$ cat src/rtl/rgb_mixer_pkg.sv
// Purpose: constants and decode helpers shared by the RGB mixer encoder and PWM stages.
// Latency: n/a (declarations only).
// Backpressure: n/a.
//
// ENC_WIDTH is also imported by the PWM stage, so position and duty-cycle widths cannot drift apart.
package rgb_mixer_pkg;

    localparam logic DIR_UP   = 1'b1;
    localparam logic DIR_DOWN = 1'b0;

    localparam int ENC_WIDTH        = 8;
    localparam int ENC_DEBOUNCE_LEN = 8;

    // Result of comparing the debounced A/B levels with their previous-cycle copies.
    //   vld    : a single A edge occurred, so the position moves by one
    //   up     : direction of that move (DIR_UP / DIR_DOWN)
    //   glitch : A and B moved together, so the direction is ambiguous and the edge is discarded
    typedef struct packed {
        logic vld;
        logic up;
        logic glitch;
    } quad_dec_t;

    // Only A edges are counted; B merely qualifies the direction. This gives
    // two counts per full quadrature cycle (00 -> 10 -> 11 -> 01 -> 00).
    // After an A edge, A and B differ when the shaft turns clockwise:
    //   A rising with B low, or A falling with B high.
    function automatic quad_dec_t quad_decode(
        input logic a_db,
        input logic a_q,
        input logic b_db,
        input logic b_q
    );
        quad_dec_t dec;
        logic      a_chg;
        logic      b_chg;

        a_chg      = a_db ^ a_q;
        b_chg      = b_db ^ b_q;
        dec.vld    = a_chg & ~b_chg;
        dec.up     = (a_db ^ b_db) ? DIR_UP : DIR_DOWN;
        dec.glitch = a_chg & b_chg;
        return dec;
    endfunction

endpackage

$ cat src/rtl/quad_encoder_counter_debounce.sv
// Purpose: 2-flop synchroniser plus majority-free (all-agree) debounce filter for one raw pad input.
// Latency: a clean level change reaches out after DEBOUNCE_LEN+2 rising edges.
// Backpressure: none; free-running filter, samples every cycle.
//
// Ports:
//   clk, reset_n : clock and asynchronous active-low reset
//   in           : raw pad level, asynchronous to clk, may bounce
//   out          : debounced level; changes only after DEBOUNCE_LEN agreeing samples
module debounce #(
    parameter int DEBOUNCE_LEN = 8          // must be >= 2
) (
    input  logic clk,
    input  logic reset_n,
    input  logic in,
    output logic out
);

    logic                    sync_1;
    logic                    sync_2;
    // Older DEBOUNCE_LEN-1 samples; together with sync_2 they form the
    // DEBOUNCE_LEN-sample window. Folding sync_2 into the window (rather than
    // waiting for it to enter the shift register) saves one cycle of latency.
    logic [DEBOUNCE_LEN-2:0] hist;
    logic [DEBOUNCE_LEN-2:0] hist_nxt;
    logic                    all_hi;
    logic                    all_lo;

    always_comb begin
        hist_nxt    = hist << 1;
        hist_nxt[0] = sync_2;
    end

    assign all_hi = sync_2 & (&hist);
    assign all_lo = ~sync_2 & ~(|hist);

    always_ff @(posedge clk or negedge reset_n) begin
        if (!reset_n) begin
            sync_1 <= 1'b0;
            sync_2 <= 1'b0;
            hist   <= '0;
            out    <= 1'b0;
        end else begin
            sync_1 <= in;
            sync_2 <= sync_1;
            hist   <= hist_nxt;
            // A mixed window means the pad is still bouncing: hold the old level.
            if (all_hi) begin
                out <= 1'b1;
            end else if (all_lo) begin
                out <= 1'b0;
            end
        end
    end

endmodule

$ cat src/rtl/quad_encoder_counter.sv
// Purpose: debounced quadrature decoder producing a WIDTH-bit position (PWM duty cycle) for one encoder.
// Latency: pad edge to value/step/dir is DEBOUNCE_LEN+3 cycles; clear acts at the next edge.
// Backpressure: none; every decoded edge is applied immediately, edges closer than DEBOUNCE_LEN cycles are dropped.
//
// Ports:
//   clk, reset_n : clock and asynchronous active-low reset
//   enc_a, enc_b : raw encoder pads, asynchronous, may bounce
//   clear        : synchronous position reset, wins over a same-cycle step
//   value        : registered position
//   step         : one-cycle pulse per commanded move (also when clamped at a bound)
//   dir          : direction of the last move (1 = up), held between moves
//   glitch       : one-cycle pulse when A and B change in the same cycle
module quad_encoder_counter
    import rgb_mixer_pkg::*;
#(
    parameter int WIDTH        = ENC_WIDTH,
    parameter int DEBOUNCE_LEN = ENC_DEBOUNCE_LEN,
    parameter int SATURATE     = 0              // 0 = wrap modulo 2^WIDTH, 1 = clamp at the bounds
) (
    input  logic             clk,
    input  logic             reset_n,
    input  logic             enc_a,
    input  logic             enc_b,
    input  logic             clear,
    output logic [WIDTH-1:0] value,
    output logic             step,
    output logic             dir,
    output logic             glitch
);

    localparam bit               SAT_EN    = (SATURATE != 0);
    localparam logic [WIDTH-1:0] VALUE_MAX = '1;
    localparam logic [WIDTH-1:0] VALUE_MIN = '0;
    localparam logic [WIDTH-1:0] ONE       = WIDTH'(1);

    logic             a_db;
    logic             b_db;
    logic             a_q;
    logic             b_q;
    quad_dec_t        dec;
    logic [WIDTH-1:0] value_nxt;

    debounce #(
        .DEBOUNCE_LEN (DEBOUNCE_LEN)
    ) u_db_a (
        .clk     (clk),
        .reset_n (reset_n),
        .in      (enc_a),
        .out     (a_db)
    );

    debounce #(
        .DEBOUNCE_LEN (DEBOUNCE_LEN)
    ) u_db_b (
        .clk     (clk),
        .reset_n (reset_n),
        .in      (enc_b),
        .out     (b_db)
    );

    assign dec = quad_decode(a_db, a_q, b_db, b_q);

    // Saturating mode keeps the value pinned at the bound; the step pulse and
    // direction still report the user's intent so the UI can react to it.
    always_comb begin
        value_nxt = value;
        if (dec.up == DIR_UP) begin
            if (!(SAT_EN && (value == VALUE_MAX))) begin
                value_nxt = value + ONE;
            end
        end else begin
            if (!(SAT_EN && (value == VALUE_MIN))) begin
                value_nxt = value - ONE;
            end
        end
    end

    always_ff @(posedge clk or negedge reset_n) begin
        if (!reset_n) begin
            a_q    <= 1'b0;
            b_q    <= 1'b0;
            value  <= '0;
            step   <= 1'b0;
            dir    <= DIR_DOWN;
            glitch <= 1'b0;
        end else begin
            a_q    <= a_db;
            b_q    <= b_db;
            glitch <= dec.glitch;
            if (clear) begin
                // The edge that coincides with clear is swallowed entirely,
                // including its direction, so dir keeps its previous value.
                value <= '0;
                step  <= 1'b0;
            end else if (dec.vld) begin
                value <= value_nxt;
                step  <= 1'b1;
                dir   <= dec.up;
            end else begin
                step  <= 1'b0;
            end
        end
    end

endmodule
$ cat config.mk
export PLATFORM = sky130hd
export DESIGN_NAME = quad_encoder_counter
export DESIGN_NICKNAME = d
export VERILOG_FILES = /design/src/rtl/rgb_mixer_pkg.sv /design/src/rtl/quad_encoder_counter_debounce.sv /design/src/rtl/quad_encoder_counter.sv
export SDC_FILE = /design/constraint.sdc
export NUM_CORES = 1
export LEC_CHECK = 0
export CAP_MARGIN = 20
export CORE_ASPECT_RATIO = 0.5
export CORE_MARGIN = 2
export CORE_UTILIZATION = 54
export CTS_CLUSTER_DIAMETER = 80
export CTS_CLUSTER_SIZE = 10
export DETAILED_ROUTE_END_ITERATION = 12
export PLACE_DENSITY_LB_ADDON = 0.12
export SYNTH_ARGS = -nofsm -noshare
export SYNTH_HDL_FRONTEND = slang
export SYNTH_SLANG_ARGS = --single-unit
$ cat constraint.sdc
create_clock -name clk -period 2.7 [get_ports clk]
set_clock_uncertainty 0.2 [all_clocks]
set_input_delay 0.675 -clock clk [delete_from_list [all_inputs] [get_ports clk]]
set_output_delay 0.675 -clock clk [all_outputs]
set_load 0.01 [all_outputs]
# [Word-level counts from Yosys, hierarchy flattened]
# Cells that the tools add are included.
# Widths: inputs -> output; s select.
[classes] addsub=2 n_mul=0 div_mod_pow=0 magnitude_cmp=0 n_eq_ne=0 shifts=0 mux=10 bitwise=15 reduce_logical=8
[op_table] op="$mux 8" count=3
[op_table] op="$reduce_and 7->1" count=2
[op_table] op="$reduce_or 7->1" count=2
[op_table] op="$add 8x1->8 const B" count=1
[op_table] op="$sub 8x1->8 const B" count=1
[op_table] op="$mux 1" count=7
[op_table] op="$and 1x1->1" count=6
[op_table] op="$not 1->1" count=6
[op_table] op="$reduce_bool 2->1" count=3
[op_table] op="$xor 1x1->1" count=3
[op_table] op="$reduce_and 2->1" count=1
[word_totals] ff_bits=33 latchBits=0 ram_bits=0 romBits=0 inputBits=5 output_inout_bits=11 word_cells=49 memories=0

# [Longest topological paths before layout]
# Gate-level depths: netlist (run 1).
[depth] ltp_word=5 ltp_mapped=9 depth_no_buf=8

# [Cells and area by module]
# Synthesis (run 1) repeated with hierarchy kept, for this count alone.
[unflattened] hier_cells=120 area_unflattened_um2=1388.8
[modules_own_cells] mod="quad_encoder_counter" n_inst=1 cells_per_inst=88 area_per_inst_um2=813.3 seq_area_each_um2=325.3
[modules_own_cells] mod="debounce" n_inst=2 cells_per_inst=16 area_per_inst_um2=287.8 seq_area_each_um2=250.2

# [Least setup slack after synthesis (run 1)]
# No wires, ideal clock.
[synth_path] kind="reg-to-reg" startpoint="register u_db_b.out" endpoint="register value[7]" setup_time_ns=0.141 arrival_time_ns=2.057 required_ns=2.359 path_slack_ns=0.302 path_stages_with_launch=10 path_buffers=1 synth_period_minus_slack_ns=2.398 path_cell_list="dfrtp_1 -> xor2_1 -> inv_2 -> ha_1 -> clkbuf_1 -> nand4_1 -> mux2_4 -> a22o_1 -> o211ai_1 -> o2111ai_1"
[synth_between] elab_chain_cells=5 elab_cells_between_ends=9 cone_classes="4 x mux; 4 x bitwise; 1 x reduce/logical"
[synth_rtl] item="from (decl)" line="quad_encoder_counter_debounce.sv:15" source="output logic out"
[synth_rtl] item="from (signal assigned)" line="quad_encoder_counter_debounce.sv:41" source="out <= 1'b0;"
[synth_rtl] item="from (signal assigned)" line="quad_encoder_counter_debounce.sv:48" source="out <= 1'b1;"
[synth_rtl] item="from (signal assigned)" line="quad_encoder_counter_debounce.sv:50" source="out <= 1'b0;"
[synth_rtl] item="$xor 1x1->1" line="rgb_mixer_pkg.sv:41" source="dec.up = (a_db ^ b_db) ? DIR_UP : DIR_DOWN;"
[synth_rtl] item="$mux 1" line="rgb_mixer_pkg.sv:41"
[synth_rtl] item="$mux 8" line="quad_encoder_counter.sv:67" source="if (dec.up == DIR_UP) begin"
[synth_rtl] item="$mux 8" line="quad_encoder_counter.sv:95" source="end else if (dec.vld) begin"
[synth_rtl] item="$mux 8" line="quad_encoder_counter.sv:90" source="if (clear) begin"
[synth_rtl] item="to (signal assigned)" line="quad_encoder_counter.sv:96" source="value <= value_nxt;"
[synth_rtl] item="to (decl)" line="quad_encoder_counter.sv:25" source="output logic [WIDTH-1:0] value,"
# Parallel ways exist; a longest one is shown, timed or not. The select of a mux whose other input is x is not followed.
# A chain may end at the register's enable or synchronous reset.

# [Worst setup path in the final report (run 1)]
[layout_path] startpoint="register u_db_b.out" endpoint="register value[4]"
# The elaborated chain is that of the path after synthesis.

==> results of run 1 <==
-- sequential cells by signal, summed over array words and instances, names as in the netlist --
register and flops:
u_db_a.sync_2 1, b_q 1, dir 1, u_db_b.out 1, u_db_b.sync_1 1, u_db_a.sync_1 1
glitch 1, u_db_a.hist 7, value 8, u_db_b.sync_2 1, a_q 1, step 1
u_db_a.out 1, u_db_b.hist 7
-- where the power goes --
group | switching [uW] | internal [uW]
combinational | 41.7 | 46.1
sequential | 16.4 | 518
clock | 185 | 276
total | 243 | 840
-- Yosys cell counts (all sizes together) (4+ instances only) --
library cell / count / area share
a21oi: 6 / 0.021
nand2: 6 / 0.016
nand3: 6 / 0.021
nor2: 14 / 0.037
nand4: 4 / 0.018
ha: 4 / 0.035
clkbuf: 5 / 0.013
dfrtp: 33 / 0.58
xnor2: 7 / 0.043
o21ai: 5 / 0.018
-- final cells by class --
cell class                 count  area share
tap                           37      0.0269
timing repair buffer          18       0.100
clock buffer                   5      0.0399
inverter                       2     0.00435
multi-input combinational     86       0.323
clock inverter                 3      0.0269
sequential                    33       0.479
-- metrics by stage --
stage / cell area (um^2) / utilization
4_1_cts: 1720 / 0.679
3_3_place_gp: 1610 / 0.634
3_5_place_dp: 1610 / 0.634
2_1_floorplan: 1410 / -
5_1_grt: 1720 / 0.679
6_report: 1720 / 0.679
-- per-layer routing --
layer | routed length, um | GRT usage
met1 | 1290 | 0.248
met2 | 1080 | 0.288
met3 | 91 | 0.0766
met4 | 24 | 0.0682
met5 | 0 | 0
-- logic make-up (layout without fill, tap and decap cells) --
kind of cell | after synthesis | in the layout | synth area share
and+or+nand+nor | 46 | 46 | 0.169
DFF | 33 | 33 | 0.584
AOI/OAI and AO/OA | 25 | 25 | 0.116
xor gates and xnor gates | 9 | 9 | 0.0558
buffers and inverters | 8 | 28 | 0.0221
adders and majority gates | 5 | 5 | 0.0425
muxes | 1 | 1 | 0.0106
-- final timing paths --
kind	from	endpoint	cells past startpoint
max in group asynchronous	reset_n	u_db_b.hist[1]	2
setup reg to reg	u_db_b.out	value[4]	9
hold / removal	u_db_a.sync_1	u_db_a.sync_2	0
min in group asynchronous	reset_n	value[7]	2
hold reg to reg	u_db_a.sync_1	u_db_a.sync_2	0
setup / recovery	u_db_b.out	value[4]	9
==> results.json, run 1 <==
{
  "drt_wl_total_mm": 2.48,
  "criticalPathCategory": "flop to flop",
  "cts_buffers": 5,
  "finalSetupViolations": 0,
  "vdd_ir_drop_max_mv": 0.770,
  "insertedDiodeCount": 0,
  "boundaryPins": 16,
  "first_pass_iters": 4,
  "route.detailed.drc": 0,
  "timing.critical_path.fanout_max": 11,
  "hold_buffers": 0,
  "timing_hold_violations_final": 0,
  "area_inside_the_core_boundary_um2": 2540,
  "effective_utilization_at_floorplan": 0.557,
  "die_height_um": 40.2,
  "portBuffers": 15,
  "htree_num_levels": 2,
  "sequential_cell_area_um2": 826,
  "cts_tree": "built",
  "rrSetupSlack_ns": 0.25,
  "clkTransAtPathRegs_ns": 0.07,
  "run_status": "finished clean",
  "synth.lib_cells_used.distinct": 36,
  "dpl.cell_count": 176,
  "clk_lat_worst_skew_ns": 0.28,
  "ctsResizeCount": 0,
  "post_drt_wl_per_cell_um": 13.5,
  "timing.hold.worst.class": "flop to flop",
  "synth.avg_cell_area_um2": 11.1,
  "globalRouteOverflowTotal": 0,
  "slew_viol_final": 0,
  "power.total_uw": 1080,
  "cts.sink_count": 33,
  "synth_edf_count": 0,
  "grt_antenna_before_repair": 0,
  "maxSlewHeadroom": 0.580,
  "power_leakage_uw": 0.000706,
  "first_global_vias": 857,
  "row_count": 13,
  "critPathArrivalTime_ns": 2.43,
  "dpl.hpwl_mm": 1.69,
  "multi_input_comb_area_um2": 557,
  "path_buf_inv": 1,
  "vias_per_std_cell": 5.28,
  "ys_ff_latch": 33,
  "postRouteAntennaNets": 0,
  "cts-root-to-sink-buffers": 2,
  "gpl.final_weighted_congestion": 0.830,
  "fill_cell_total_of_the_finished_layout": 208,
  "maxCapViolations": 0,
  "pre_cts_ws_ns": 0.271,
  "synth_cells": 127,
  "postcts_setup_bufs": 0,
  "crit_chain": "xor2_1, buf_4, xnor2_1, ha_1, o31ai_1, a21oi_1, nor3b_1, xnor2_1, nor2_1",
  "crit_path_end_kind": "flop",
  "finalSetupTns_ns": 0,
  "synth_area_um2": 1410,
  "final_common_cell": "dfrtp_1",
  "synth.yosys.warnings": 0,
  "max_stage_delay_ns": 0.44,
  "worst_slew_pin_slew_ns": 0.629,
  "synth_seq_area_share": 0.584,
  "global_route_wire_length_before_repair_mm": 4.03,
  "dieArea_um2": 3070,
  "synth-async-reset-ratio": 1.00,
  "routed-via-count": 972,
  "period_share": 0.908,
  "cpMostUsedCell": "xnor2_1",
  "layout-area-overhead-vs-synth_pct": 21.9,
  "power_density_nw_per_um2": 629,
  "chipWidth_um": 76.4,
  "achievable-frequency_ghz": 0.408,
  "drt_iter0_drc": 73,
  "grtUsageTotal": 0.188,
  "most_used_cells_in_the_layout_excluding_fill_and_tap_cells": "33 x dfrtp_1, 15 x clkdlybuf4s50_1, 14 x nor2_1",
  "drive_gt1_frac": 0.0952,
  "layoutNonFillerInstCount": 184,
  "clk_root_buffer_cell": "clkbuf_8",
  "path_delay_family": "XOR/XNOR gates",
  "grt_setup_unrepaired": "false",
  "timing.hold.ws_ns": 0.151,
  "critical_path.slowest_cell": "dfrtp_1",
  "synth_nets": 136,
  "finalWorstSetupSlack_ns": 0.249,
  "period_needed_ns": 2.45,
  "cp_data_required_time_ns": 2.68,
  "start_kind": "flop",
  "nNetsFinal": 155,
  "grt_start_max_net_pins": 34,
  "ys_dominant_reg_cell": "dfrtp_1"
}
Power figures use the tool's default switching activity.
==> run 2: changes to the inputs <==
- SKIP_LAST_GASP: not set -> 1
==> results of run 2 <==
Same layout as run 1: the final DEF is identical, and so are final timing and power.
==> RTL change 1, RTL diff (config.mk and constraints of run 1) <==
Change the parameter `SATURATE` from 0 to 1.
--- a/src/rtl/quad_encoder_counter.sv
+++ b/src/rtl/quad_encoder_counter.sv
@@ -16,5 +16,5 @@
     parameter int WIDTH        = ENC_WIDTH,
     parameter int DEBOUNCE_LEN = ENC_DEBOUNCE_LEN,
-    parameter int SATURATE     = 0              // 0 = wrap modulo 2^WIDTH, 1 = clamp at the bounds
+    parameter int SATURATE     = 1              // 0 = wrap modulo 2^WIDTH, 1 = clamp at the bounds
 ) (
     input  logic             clk,
Check against the original RTL: no difference found for any inputs over 10 cycles, from zero or initial values and one cycle with reset_n low; that may be too few to reach the edited logic, so the function may still have changed.
==> RTL change 1 against run 1 <==
Sequential power down 0.9%. Worst setup slack worse by 0.23 ns. Routed wire length up 17%. Total power down 11%. Sequential cell count unchanged. Via count up 10%. Area after synthesis up 1.5%. Combinational power down 28%. First-iteration DRC count up 19%. Critical path type unchanged. Final area up 10%.
==> RTL change 1: results (changes against run 1) <==
| Metric | Value |
|---|---|
| Number of global-route vias before repair | 972 (was 857) |
| DPL Wire Length | 1.78 mm (was 1.69 mm) |
| GR met2 Demand/Resource | 31.4% (was 28.8%) |
| GRT Overall Usage | 19.1% (was 18.8%) |
| Seq/Total Area, Yosys | 57.5% (was 58.4%) |
| Synth top cells by count | dfrtp_1 (33), nor2_1 (11), o21ai_0 (7) (was dfrtp_1 (33), nor2_1 (14), xnor2_1 (7)) |
| Avg Cell Area, Syn | 11.8 um^2 (was 11.1 um^2) |
| Slowest stage cell on the critical path | dfrtp_2 (was dfrtp_1) |
| Hold WS | 0.153 ns (was 0.151 ns) |
| Status | finished clean (unchanged) |
| CP peak stage delay | 0.45 ns |
| M1 WL | 1.33 mm (was 1.29 mm) |
| Crit path DAT | 2.64 ns (was 2.43 ns) |
| DRT Wirelength | 2.91 mm (was 2.48 mm) |
| Worst r2r dst | value[7] (was value[4]) |
| Final net count | 166 (was 155) |
| R2R depth | 9 (unchanged) |
| Fmax | 373 MHz (was 408 MHz) |
| Starting DRT DRC Count | 87 (was 73) |
| Placed Area | 0.00170 mm^2 (was 0.00161 mm^2) |
| Crit-path max FO | 6 (was 11) |
| VDD IR max | 0.000385 V (was 0.000770 V) |
| R2R Setup Slk | 0.02 ns (was 0.25 ns) |
| Layout cell share with drive strength beyond 1 | 25.5% (was 9.52%) |
| Met1 Use GR | 24.8% (about the same) |
| Largest net degree at the start of global routing | 34 (unchanged) |
| Synth cell types | 41 (was 36) |
| Placer congestion estimate | 0.801 (was 0.830) |
| Pleak | 0.773 nW (was 0.706 nW) |
| Layout Cells excl Fill | 194 (was 184) |
| Synthesized Nets | 131 (was 136) |
| Ranking of synthesized cells by area | dfrtp_1 (58%), ha_1 (3.5%), xnor2_1 (3.1%) (was dfrtp_1 (58%), xnor2_1 (4.3%), nor2_1 (3.7%)) |
| Global-route wire length before repair | 4.40 mm (was 4.03 mm) |
| Tightest Pin Transition | 0.404 ns (was 0.629 ns) |
| Met2 wire length | 1.40 mm (was 1.08 mm) |
| Met3 Use GR | 6.76% (was 7.66%) |
| Via count of the routed design | 1074 (was 972) |
| Pre-CTS WS | 0.0383 ns (was 0.271 ns) |
| Cell family contributing the most delay on the critical path | multiplexers (was XOR/XNOR gates) |
| CTS H-Tree Depth | 2 (unchanged) |
| Number of fill cells in the layout | 183 (was 208) |
| Met3 routed WL | 139 um (was 91 um) |
-- RTL change 1: cell types whose count changed in the layout (fill, tap and decap cells not counted), sizes merged, moves of 2 or more --
cell    before  now
a311o        0    2
and3         0    2
buf          3   17
mux2i        0    3
nand3b       2    0
nor2        14   11
o21a         2    0
o21ai        5    7
o21bai       2    0
o31ai        2    0
xnor2        7    5
-- RTL change 1: final cells by class --
type,count,area [um^2],share of cell area (%)
clock buffer,6,82.6,4.35
clock inverter,1,7.51,0.396
inverter,3,16.3,0.857
multi-input combinational,82,636,33.5
sequential,33,828,43.6
tap,37,46.3,2.44
timing repair buffer,32,282,14.8
-- RTL change 1: cells by family after synthesis --
kind of cell | count (synthesis) | synth area share, %
AO/OA/AOI/OAI | 22 | 10.4
XOR/XNOR | 8 | 6.19
adder cells (fa/ha/maj) | 5 | 4.27
buffers and inverters | 7 | 2.35
flip-flops | 33 | 57.5
multiplexers | 4 | 2.88
AND/OR/NAND/NOR | 43 | 16.4
-- RTL change 1: worst min path at each step --
stage	cells past startpoint	endpoint	startpoint
after floorplan	0	u_db_a.sync_2	u_db_a.sync_1
after CTS	0	u_db_a.sync_2	u_db_a.sync_1
after detailed placement	0	u_db_a.sync_2	u_db_a.sync_1
final	0	u_db_a.sync_2	u_db_a.sync_1
after global placement	0	u_db_b.sync_2	u_db_b.sync_1
after global routing	0	u_db_a.sync_2	u_db_a.sync_1
-- RTL change 1: repair_timing --
item                       in CTS  in global routing
setup endpoints to repair       0                  2
resized for setup               0                  7
buffers inserted                0                 11
-- RTL change 1: power breakdown --
part	total (W)	leakage, nW	switching, W	internal [W]
Clock	0.000367	0.0433	0.000166	0.000201
Combinational	0.0000629	0.334	0.0000300	0.0000329
Sequential	0.000530	0.395	0.0000138	0.000516
Total	0.000961	0.773	0.000210	0.000751
==> RTL change 2, RTL diff (flow settings as in run 1) <==
Made on the original files. Reset style: synchronous (`reset_n`), changed in 2 clocked blocks. Comments in the files are not updated.
--- a/src/rtl/quad_encoder_counter_debounce.sv
+++ b/src/rtl/quad_encoder_counter_debounce.sv
@@ -34,5 +34,5 @@
     assign all_lo = ~sync_2 & ~(|hist);
 
-    always_ff @(posedge clk or negedge reset_n) begin
+    always_ff @(posedge clk) begin
         if (!reset_n) begin
             sync_1 <= 1'b0;
--- a/src/rtl/quad_encoder_counter.sv
+++ b/src/rtl/quad_encoder_counter.sv
@@ -76,5 +76,5 @@
     end
 
-    always_ff @(posedge clk or negedge reset_n) begin
+    always_ff @(posedge clk) begin
         if (!reset_n) begin
             a_q    <= 1'b0;
Function: no difference found for any inputs over 10 cycles, from zero or initial values and one cycle with reset_n low; that may be too few to reach the edited logic, so the function may still have changed.
==> RTL change 2 against run 1 <==
Maximum frequency up 5.1%. Sequential cell count unchanged. Final area down 8.6%. Area after synthesis down 9.1%. Worst setup slack better by 0.12 ns. Routed wire length down 10%. Global-route usage up 1.3 points. Critical path type unchanged. Highest routed layer unchanged.
Power is not compared: it rests on default switching activity, and its combinational part moved more than twofold at a synthesized area within 25%.
==> RTL change 2: results (changes against run 1) <==
| Metric | Value |
|---|---|
| Status | finished clean (unchanged) |
| Mapped Cells | 134 (was 127) |
| Largest net degree at the start of global routing | 24 (was 34) |
| Fraction of registers with async set/reset | 0% (was 100%) |
| Slowest stage cell on the critical path | or4b_1 (was dfrtp_1) |
| Crit-path max FO | 10 (was 11) |
| Number of global-route vias before repair | 847 (was 857) |
| DPL Wire Length | 1.52 mm (was 1.69 mm) |
| Crit path DAT | 2.35 ns (was 2.43 ns) |
| R2R depth | 6 (was 9) |
| Critical R2R Launch | u_db_a.out (was u_db_b.out) |
| Via count of the routed design | 959 (was 972) |
| Initial antenna violation count | 0 (unchanged) |
| CTS H-Tree Depth | 2 (unchanged) |
| DR pass1 iterations | 4 (unchanged) |
| Synthesized Nets | 140 (was 136) |
| Seq/Total Area, Yosys | 51.4% (was 58.4%) |
| Synth cell types | 29 (was 36) |
| CP peak stage delay | 0.54 ns (was 0.44 ns) |
| Layout cell share with drive strength beyond 1 | 9.74% (was 9.52%) |
| Hold Path Depth | 1 (was 0) |
| Cell family contributing the most delay on the critical path | simple AND/OR/NAND/NOR gates (was XOR/XNOR gates) |
| GRT Overall Usage | 20.1% (was 18.8%) |
| Placed Instances | 174 (was 176) |
| Via density per instance | 5.27 (was 5.28) |
| Final net count | 159 (was 155) |
| Min-Delay Startpoint | u_db_a.sync_1 (unchanged) |
| CTS root buf | clkbuf_8 (unchanged) |
| Synth top cells by count | dfxtp_1 (33), and2_1 (18), nand2_1 (12) (was dfrtp_1 (33), nor2_1 (14), xnor2_1 (7)) |
| Yosys Warn Count | 0 (unchanged) |
| Top_reg_cell synth | dfxtp_1 (was dfrtp_1) |
| Global-route wire length before repair | 3.86 mm (was 4.03 mm) |
| Tightest Pin Transition | 0.529 ns (was 0.629 ns) |
| Postcts setup bufs | 0 (unchanged) |
| WL/cell | 12.3 um (was 13.5 um) |
| Starting DRT DRC Count | 57 (was 73) |
| Placer congestion estimate | 0.744 (was 0.830) |
| Ranking of synthesized cells by area | dfxtp_1 (51%), and2_1 (8.8%), nand4_1 (4.4%) (was dfrtp_1 (58%), xnor2_1 (4.3%), nor2_1 (3.7%)) |
-- RTL change 2: worst paths after layout --
path | end | slack [ns]
setup reg to reg | value[6] | 0.37
hold / removal | u_db_a.sync_2 | 0.24
hold reg to reg | u_db_a.sync_2 | 0.24
setup / recovery | value[6] | 0.37
-- RTL change 2: layer usage --
layer / track usage, % / vias up / part of all wire (%)
met5: 0 / - / 0
met4: 8.33 / 0 / 0.49
met3: 11.1 / 2 / 4.7
met2: 29.3 / 21 / 44
met1: 24.6 / 434 / 51
li1: - / 502 / -
-- RTL change 2: kinds of logic after synthesis --
group                    count (synthesis)  synth area share, %
AO/OA/AOI/OAI                           18                 8.76
XOR/XNOR                                 6                 4.67
adder cells (fa/ha/maj)                  1                0.974
buffers and inverters                    8                 2.43
flip-flops                              33                 51.4
multiplexers                             4                 3.12
AND/OR/NAND/NOR                         64                 28.6
-- RTL change 2: layout make-up --
type,count,area (um^2)
Multi-Input combinational cell,93,593
Timing Repair Buffer,16,158
Sequential cell,33,661
Clock buffer,5,68.8
Tap cell,28,35.0
Clock inverter,3,46.3
Fill cell,183,661
Inverter,4,15.0
-- RTL change 2: metrics by stage --
step,cell area (um^2),utilization [%],worst slack (ns),total power [W]
final,1580,70.5,0.368,0.000986
after detailed placement,1460,65.3,0.398,0.000528
after floorplan,1280,-,0.550,0.000517
after CTS,1580,70.5,0.371,0.000998
after global routing,1580,70.5,0.227,0.00103
after global placement,1460,65.3,0.443,0.000528
-- RTL change 2: power breakdown --
group          total [W]  internal, W  switching (W)
registers       0.000494     0.000491     0.00000243
clock network   0.000469     0.000276       0.000193
logic          0.0000226    0.0000118      0.0000108
